$ cat src/rtl/mux_scan_pkg.sv
// Shared types and helpers for the 16:1 mux scan sampler.
// State encoding, drop counter width and a constant log2 helper.
`timescale 1ns/1ps
package mux_scan_pkg;

  typedef enum logic {
    IDLE = 1'b0,
    SCAN = 1'b1
  } state_t;

  localparam int DROP_W = 8;

  function automatic int clog2(input int v);
    int r;
    r = 0;
    while ((1 << r) < v) r++;
    return r;
  endfunction

endpackage

$ cat src/rtl/scan_dwell_timer.sv
// Per-channel dwell counter for the mux scan sampler.
// Ticks on the last dwell cycle; sync clear wins over enable.
`timescale 1ns/1ps
module scan_dwell_timer
  import mux_scan_pkg::*;
#(
  parameter int SETTLE_CYC = 2
) (
  input  logic clk,
  input  logic rst_n,
  input  logic en,
  input  logic clr,
  output logic tick
);

  localparam int DL = clog2(SETTLE_CYC + 1);
  localparam int DW = (DL > 0) ? DL : 1;
  localparam logic [DW-1:0] LAST = DW'(SETTLE_CYC);

  logic [DW-1:0] dwell;

  assign tick = en & (dwell == LAST);

  always_ff @(posedge clk or negedge rst_n) begin
    if (!rst_n) begin
      dwell <= '0;
    end else if (clr) begin
      dwell <= '0;
    end else if (en) begin
      dwell <= tick ? '0 : dwell + DW'(1);
    end
  end

endmodule

$ cat src/rtl/mux16_scan_sampler.sv
// Scan sequencer for a 16:1 bit mux: steps sel, samples mux_y,
// builds a frame word and offers it on a valid/ready output.
`timescale 1ns/1ps
module mux16_scan_sampler
  import mux_scan_pkg::*;
#(
  parameter int NUM_CH     = 16,
  parameter int SEL_W      = clog2(NUM_CH),
  parameter int SETTLE_CYC = 2
) (
  input  logic              clk,
  input  logic              rst_n,
  input  logic              start,
  input  logic              continuous,
  input  logic              abort,
  output logic [SEL_W-1:0]  sel,
  input  logic              mux_y,
  output logic [NUM_CH-1:0] frame,
  output logic              frame_valid,
  input  logic              frame_ready,
  output logic              busy,
  output logic              overrun,
  output logic [DROP_W-1:0] drop_cnt
);

  localparam logic [SEL_W-1:0]  LAST_CH  = SEL_W'(NUM_CH - 1);
  localparam logic [DROP_W-1:0] DROP_MAX = '1;

  state_t state, state_nxt;

  logic [NUM_CH-1:0] acc;
  logic [NUM_CH-1:0] word;
  logic tmr_en, tmr_clr, tick;
  logic cap, done, flush;
  logic load, drop, consume;

  scan_dwell_timer #(
    .SETTLE_CYC(SETTLE_CYC)
  ) u_tmr (
    .clk  (clk),
    .rst_n(rst_n),
    .en   (tmr_en),
    .clr  (tmr_clr),
    .tick (tick)
  );

  always_comb begin
    state_nxt = state;
    tmr_en    = 1'b0;
    tmr_clr   = 1'b0;
    cap       = 1'b0;
    done      = 1'b0;
    flush     = 1'b0;
    unique case (state)
      IDLE: begin
        tmr_clr = 1'b1;
        if (start && !abort) state_nxt = SCAN;
      end
      SCAN: begin
        if (abort) begin
          flush     = 1'b1;
          tmr_clr   = 1'b1;
          state_nxt = IDLE;
        end else begin
          tmr_en = 1'b1;
          cap    = tick;
          if (tick && sel == LAST_CH) begin
            done = 1'b1;
            if (!continuous) state_nxt = IDLE;
          end
        end
      end
      default: state_nxt = IDLE;
    endcase
  end

  // Completed word must include the bit captured this cycle.
  always_comb begin
    word      = acc;
    word[sel] = mux_y;
  end

  assign load    = done & (~frame_valid | frame_ready);
  assign drop    = done & frame_valid & ~frame_ready;
  assign consume = ~done & frame_valid & frame_ready;

  assign busy = (state == SCAN);

  always_ff @(posedge clk or negedge rst_n) begin
    if (!rst_n) begin
      state <= IDLE;
    end else begin
      state <= state_nxt;
    end
  end

  always_ff @(posedge clk or negedge rst_n) begin
    if (!rst_n) begin
      sel <= '0;
      acc <= '0;
    end else begin
      if (flush) begin
        sel <= '0;
      end else if (cap) begin
        sel <= sel + SEL_W'(1);
      end
      if (flush || done) begin
        acc <= '0;
      end else if (cap) begin
        acc[sel] <= mux_y;
      end
    end
  end

  always_ff @(posedge clk or negedge rst_n) begin
    if (!rst_n) begin
      frame       <= '0;
      frame_valid <= 1'b0;
      overrun     <= 1'b0;
      drop_cnt    <= '0;
    end else begin
      overrun <= 1'b0;
      unique case (1'b1)
        load: begin
          frame       <= word;
          frame_valid <= 1'b1;
        end
        drop: begin
          overrun <= 1'b1;
          if (drop_cnt != DROP_MAX) drop_cnt <= drop_cnt + DROP_W'(1);
        end
        consume: frame_valid <= 1'b0;
        default: ;
      endcase
    end
  end

endmodule
$ cat config.mk
export PLATFORM = sky130hd
export DESIGN_NAME = mux16_scan_sampler
export DESIGN_NICKNAME = d
export VERILOG_FILES = /design/src/rtl/mux_scan_pkg.sv /design/src/rtl/scan_dwell_timer.sv /design/src/rtl/mux16_scan_sampler.sv
export SDC_FILE = /design/constraint.sdc
export NUM_CORES = 1
export LEC_CHECK = 0
export ABC_AREA = 1
export ABC_CLOCK_PERIOD_IN_PS = 2300
export BUFFER_PORTS_ARGS = -buffer_cell sky130_fd_sc_hd__buf_2
export CAP_MARGIN = 20
export CORE_AREA = 3 3 95 97
export DETAILED_ROUTE_END_ITERATION = 8
export DIE_AREA = 0 0 98 100
export SLEW_MARGIN = 25
export SYNTH_ARGS = -nofsm -noshare
export SYNTH_HDL_FRONTEND = slang
export SYNTH_SLANG_ARGS = --single-unit
$ cat constraint.sdc
create_clock -name clk -period 2.3 [get_ports clk]
set_input_delay 0.46 -clock clk [delete_from_list [all_inputs] [get_ports clk]]
set_output_delay 0.46 -clock clk [all_outputs]
set_load 0.005 [all_outputs]
# Word level (Yosys, flattened, before mapping)
# Cells that the tools add are included.
[classes]
addsub = 3
order_cmp = 2
eq_ne = 3
muxes = 27
bitwise = 11
n_reduce_logical = 10
[op_table]
columns = ["operator", "n"]
rows = [
  ["$mux W16", 2],
  ["$bwmux W16", 1],
  ["$mux W1", 15],
  ["$add A8 B1 Y8 const B", 1],
  ["$mux W4", 2],
  ["$ne A8 B8 Y1 const B", 1],
  ["$reduce_bool A2 Y1", 4],
  ["$and A1 B1 Y1", 6],
  ["$mux W2", 3],
  ["$pmux W1 S2", 3],
  ["$lt A4 B5 Y1 const B", 1],
  ["$add A4 B1 Y4 const B", 1],
  ["$demux W1 S4", 1],
  ["$eq A4 B4 Y1 const B", 1],
  ["$ge A4 B1 Y1 const B", 1],
  ["$not A1 Y1", 4],
  ["$logic_and A1 B1 Y1", 3],
  ["$add A2 B1 Y2 const B", 1],
  ["$eq A2 B2 Y1 const B", 1],
  ["$reduce_and A2 Y1", 1],
  ["$logic_not A1 Y1", 1],
  ["$logic_or A1 B1 Y1", 1],
  ["$or A1 B1 Y1", 1],
]
[totals]
reg_bits = 49
output_inout_bits = 31

# Longest topological paths before layout
[logic_depth]
ltp_word = 11
ltp_mapped = 9

# Modules after synthesis
# A second synthesis with hierarchy kept.
[unflattened]
hier_cells = 320
area_unflattened_um2 = 2468.6
[modules_own_cells]
columns = ["module", "n_inst", "cells_each", "area_per_inst_um2", "seq_area_each_um2"]
rows = [
  ["mux16_scan_sampler", 1, 305, 2361.0, 1176.1],
  ["scan_dwell_timer", 1, 15, 107.6, 50.0],
]

# Worst setup path before layout
# OpenSTA, ideal clock, no wires.
[synth_timing]
kind = "reg-to-reg"
startpoint = "register sel[0]"
endpoint = "register frame[0]"
setup_ns = 0.117
arrival_ns = 1.327
path_slack_ns = 0.856
path_stages_with_launch = 8
period_less_slack_ns = 1.444
cell_sequence = "dfrtp_1 -> ha_1 -> nand3_4 -> nor2_8 -> nand2_4 -> buf_2 -> nand2_1 -> nand2_1"
[synth_between]
elab_chain_cells = 6
word_cells_on_any_way = 12
[synth_rtl]
columns = ["element", "line_no", "source"]
rows = [
  ["from (decl)", "mux16_scan_sampler.sv:16", "output logic [SEL_W-1:0] sel,"],
  ["from (signal assigned)", "mux16_scan_sampler.sv:105", "sel <= sel + SEL_W'(1);"],
  ["branches (longest 6 deep; another with $lt A4 B5 Y1)", "n/a", ""],
  ["to (signal assigned)", "mux16_scan_sampler.sv:125", "frame <= word;"],
  ["to (decl)", "mux16_scan_sampler.sv:18", "output logic [NUM_CH-1:0] frame,"],
]
# Parallel ways; which one is timed is not known.
# A chain may end at the register's enable or synchronous reset.

# Worst setup path in the final report
[layout_timing]
startpoint = "register sel[1]"
endpoint = "register drop_cnt[0]"
[layout_between]
elab_chain_cells = 8
[layout_rtl]
columns = ["element", "line_no", "source"]
rows = [
  ["$eq A4 B4 Y1", "mux16_scan_sampler.sv:67", "if (tick && sel == LAST_CH) begin"],
  ["$logic_and A1 B1 Y1", "mux16_scan_sampler.sv:67", ""],
  ["$mux W1", "mux16_scan_sampler.sv:67", ""],
  ["$mux W1", "mux16_scan_sampler.sv:60", "if (abort) begin"],
  ["$mux W1", "mux16_scan_sampler.sv:54", "unique case (state)"],
  ["$and A1 B1 Y1 (2 in a row)", "mux16_scan_sampler.sv:84", "assign drop = done & frame_valid & ~frame_ready;"],
  ["$reduce_and A2 Y1 (no source line)", "n/a", ""],
  ["to (signal assigned)", "mux16_scan_sampler.sv:130", "if (drop_cnt != DROP_MAX) drop_cnt <= drop_cnt + DROP_W'(1);"],
  ["to (decl)", "mux16_scan_sampler.sv:23", "output logic [DROP_W-1:0] drop_cnt"],
]
# Every way passes these cells.

==> metrics.txt <==
# port buffers=37; vias in the first global route=about 2000; clk slew on worst S/H paths=0.10 ns; DR vias/cell=4.40; relative slew slack=0.714; most common cell after layout, fill and taps aside=nand2_1; slew at the pin closest to its max-slew limit=between 0.4 and 0.5 ns; worst min path class=primary input to async pin; synth top area cells=dfrtp_1 (50%), nand2_1 (19%), o21ai_0 (6.9%); Die Height=100 um; H-tree depth reported by CTS=2; r2r setup slk=0.66 ns; total power=between 0.0015 and 0.002 W; startpoint types=flop; Pins Over Slew Limit=0; Post-CTS Setup Inserts=0; sequential fraction of the synthesis area=0.498; post-synthesis cell area=2460 um^2; initial core utilization=0.299; R2R cell count=6; FF-to-FF End=drop_cnt[0]; Max Root-Sink Buffers=2; Final Skew=0.0133 ns; compound-gate portion of the synthesized area=0.0839; crit path max fanout=8; yosys warns=0; Data required, critical path=2.49 ns; iteration-0 DRC count of the detailed router=134; Power Dens Cells=approximately 550 nW/um^2; post-synthesis adder-cell area fraction=0.0254; Simple-Gate Fraction of Synth Area=0.290; Post-CTS Resized=0; area fraction of the dominant cell type after synthesis=0.498; largest net degree at the start of global routing=50; area growth from synthesis to layout=16.8%; total track usage=0.114; crit path kind=flop to flop; Syn Area/Cell=7.99 um^2; design area=2870 um^2; status=completed; Die X=between 90 and 100 um; via count=~2000; average wire per standard cell=11.6 um; CP startpoint=sel[1]; routed wire length=5280 um; Tmin final=1.64 ns; reg2reg start=sel[1]; initial antenna violation count=0; post-synth top area cell=dfrtp_1; post-cts hold buffer count=0; I/O pin cnt=38; FMAX=609 MHz; area of the die=9800 um^2; synth unique cells=27; root buffer cell=clkbuf_8; drc violations=0; total grt overflow=0; first-pass GRT wire length=between 9000 and 10000 um; mux contribution to synthesized area=0; DP Area=~2800 um^2; largest family of logic cells by synthesized area=simple AND/OR/NAND/NOR gates; RSZ-0062 raised after global routing=false; Final Hold Vio Count=0; Post-Synthesis Cells=between 300 and 400; crit path DAT=approximately 1.8 ns; maximum VDD drop=roughly 0.21 mV; core area=8220 um^2; clock buffer count from CTS=5; FF+latch count, synth=49; layout cells sized above 1=0.170; Lkg Pwr=1.54 nW; # nets final=359; commonest non-fill, non-tap cells in the layout=nand2_1 (123), dfrtp_1 (49), inv_1 (37), buf_2 (37), o21ai_0 (34); # fillers=862; Final period util=0.713; row cnt=33; GP Congestion=0.835; DRT Pass-1 Iters=4; worst setup path end=drop_cnt[0]; max cap viols=0; Net Count, Synth=320; CTS tree=built; Worst-Skew Late Latency=a little over 0.3 ns; clk sinks=49; Synth Area in XOR/XNOR=0.0178; final setup fails=0; DPL Wire Length=3740 um; post-route ant nets=0; ANT cells=0; setup TNS=0 ns; Worst setup EP type=flop
## worst min-delay path by stage
stage | startpoint | end | slack (ns) | cells past startpoint
global placement | frame[1] | frame[1] | 0.46 | 2
CTS | rst_n | overrun | 0.12 | 2
finish | rst_n | acc[4] | 0.12 | 2
detailed placement | frame[0] | frame[0] | 0.46 | 2
global route | rst_n | overrun | 0.14 | 2
floorplan | rst_n | acc[0] | 0.16 | 0
## cells in the mapped netlist, drive strengths merged
| cell type | count |
|---|---|
| a21oi | 1 |
| inv | 40 |
| xnor2 | 3 |
| dfrtp | 49 |
| ha | 5 |
| o22ai | 2 |
| nor3 | 2 |
| nor2 | 15 |
| o21ai | 35 |
| buf | 6 |
| nand3 | 15 |
| nand4 | 4 |
| nand2 | 125 |
| xor2 | 2 |
| nand3b | 2 |
| clkbuf | 1 |
| o211a | 1 |
## state kept, by name (all words and copies together), names as in the netlist
register	flops
frame_valid	1
busy	1
sel	4
frame	16
drop_cnt	8
u_tmr.dwell	2
acc	16
overrun	1
## per-layer routing
metal | routed length [um] | track usage | share of wire | up-vias
met5 | 0 | 0 | 0 | -
met4 | 116 | 0.0511 | 0.022 | 0
met3 | 106 | 0.0181 | 0.020 | 8
met2 | 2530 | 0.194 | 0.48 | 24
met1 | 2530 | 0.143 | 0.48 | 925
li1 | - | - | - | 1038
## worst max-delay path, cell delays in order (launching register included)
cell and delay [ns]:
dfrtp_1 0.43, ha_1 0.33, nand3_4 0.15, nor2_8 0.18, nand3_1 0.25, nand2_1 0.13
nand2_1 0.06
## through the flow
stage	utilization	std cells	hold slack, ns	setup slack [ns]
floorplan	-	308	0.164	0.856
global placement	0.335	445	0.462	0.679
detailed placement	0.335	445	0.461	0.661
CTS	0.350	453	0.124	0.647
global route	0.350	453	0.144	0.480
finish	0.350	453	0.119	0.659
## logic make-up (layout without fill, tap and decap cells)
logic type                 after synthesis  in the layout
adders and majority gates                5              5
buffers and inverters                   47             87
AOI/OAI and AO/OA                       39             39
DFF                                     49             49
xor gates and xnor gates                 5              5
and+or+nand+nor                        163            163
## power by group
group	internal (W)	total, W	leakage (nW)	switching (W)
Combinational	0.0000146	0.0000522	0.801	0.0000376
Clock	0.000354	0.000649	0.0574	0.000295
Sequential	0.000864	0.000867	0.683	0.00000317
## layout make-up
type	instances	area, um^2	area share
clock buffer	6	82.6	0.0287
multi-input combinational	212	1030	0.358
clock inverter	2	37.5	0.0131
inverter	40	155	0.0540
timing repair buffer	39	213	0.0740
sequential	49	1230	0.427
tap	105	131	0.0457
Note: power is estimated with default switching activity, not from simulation.
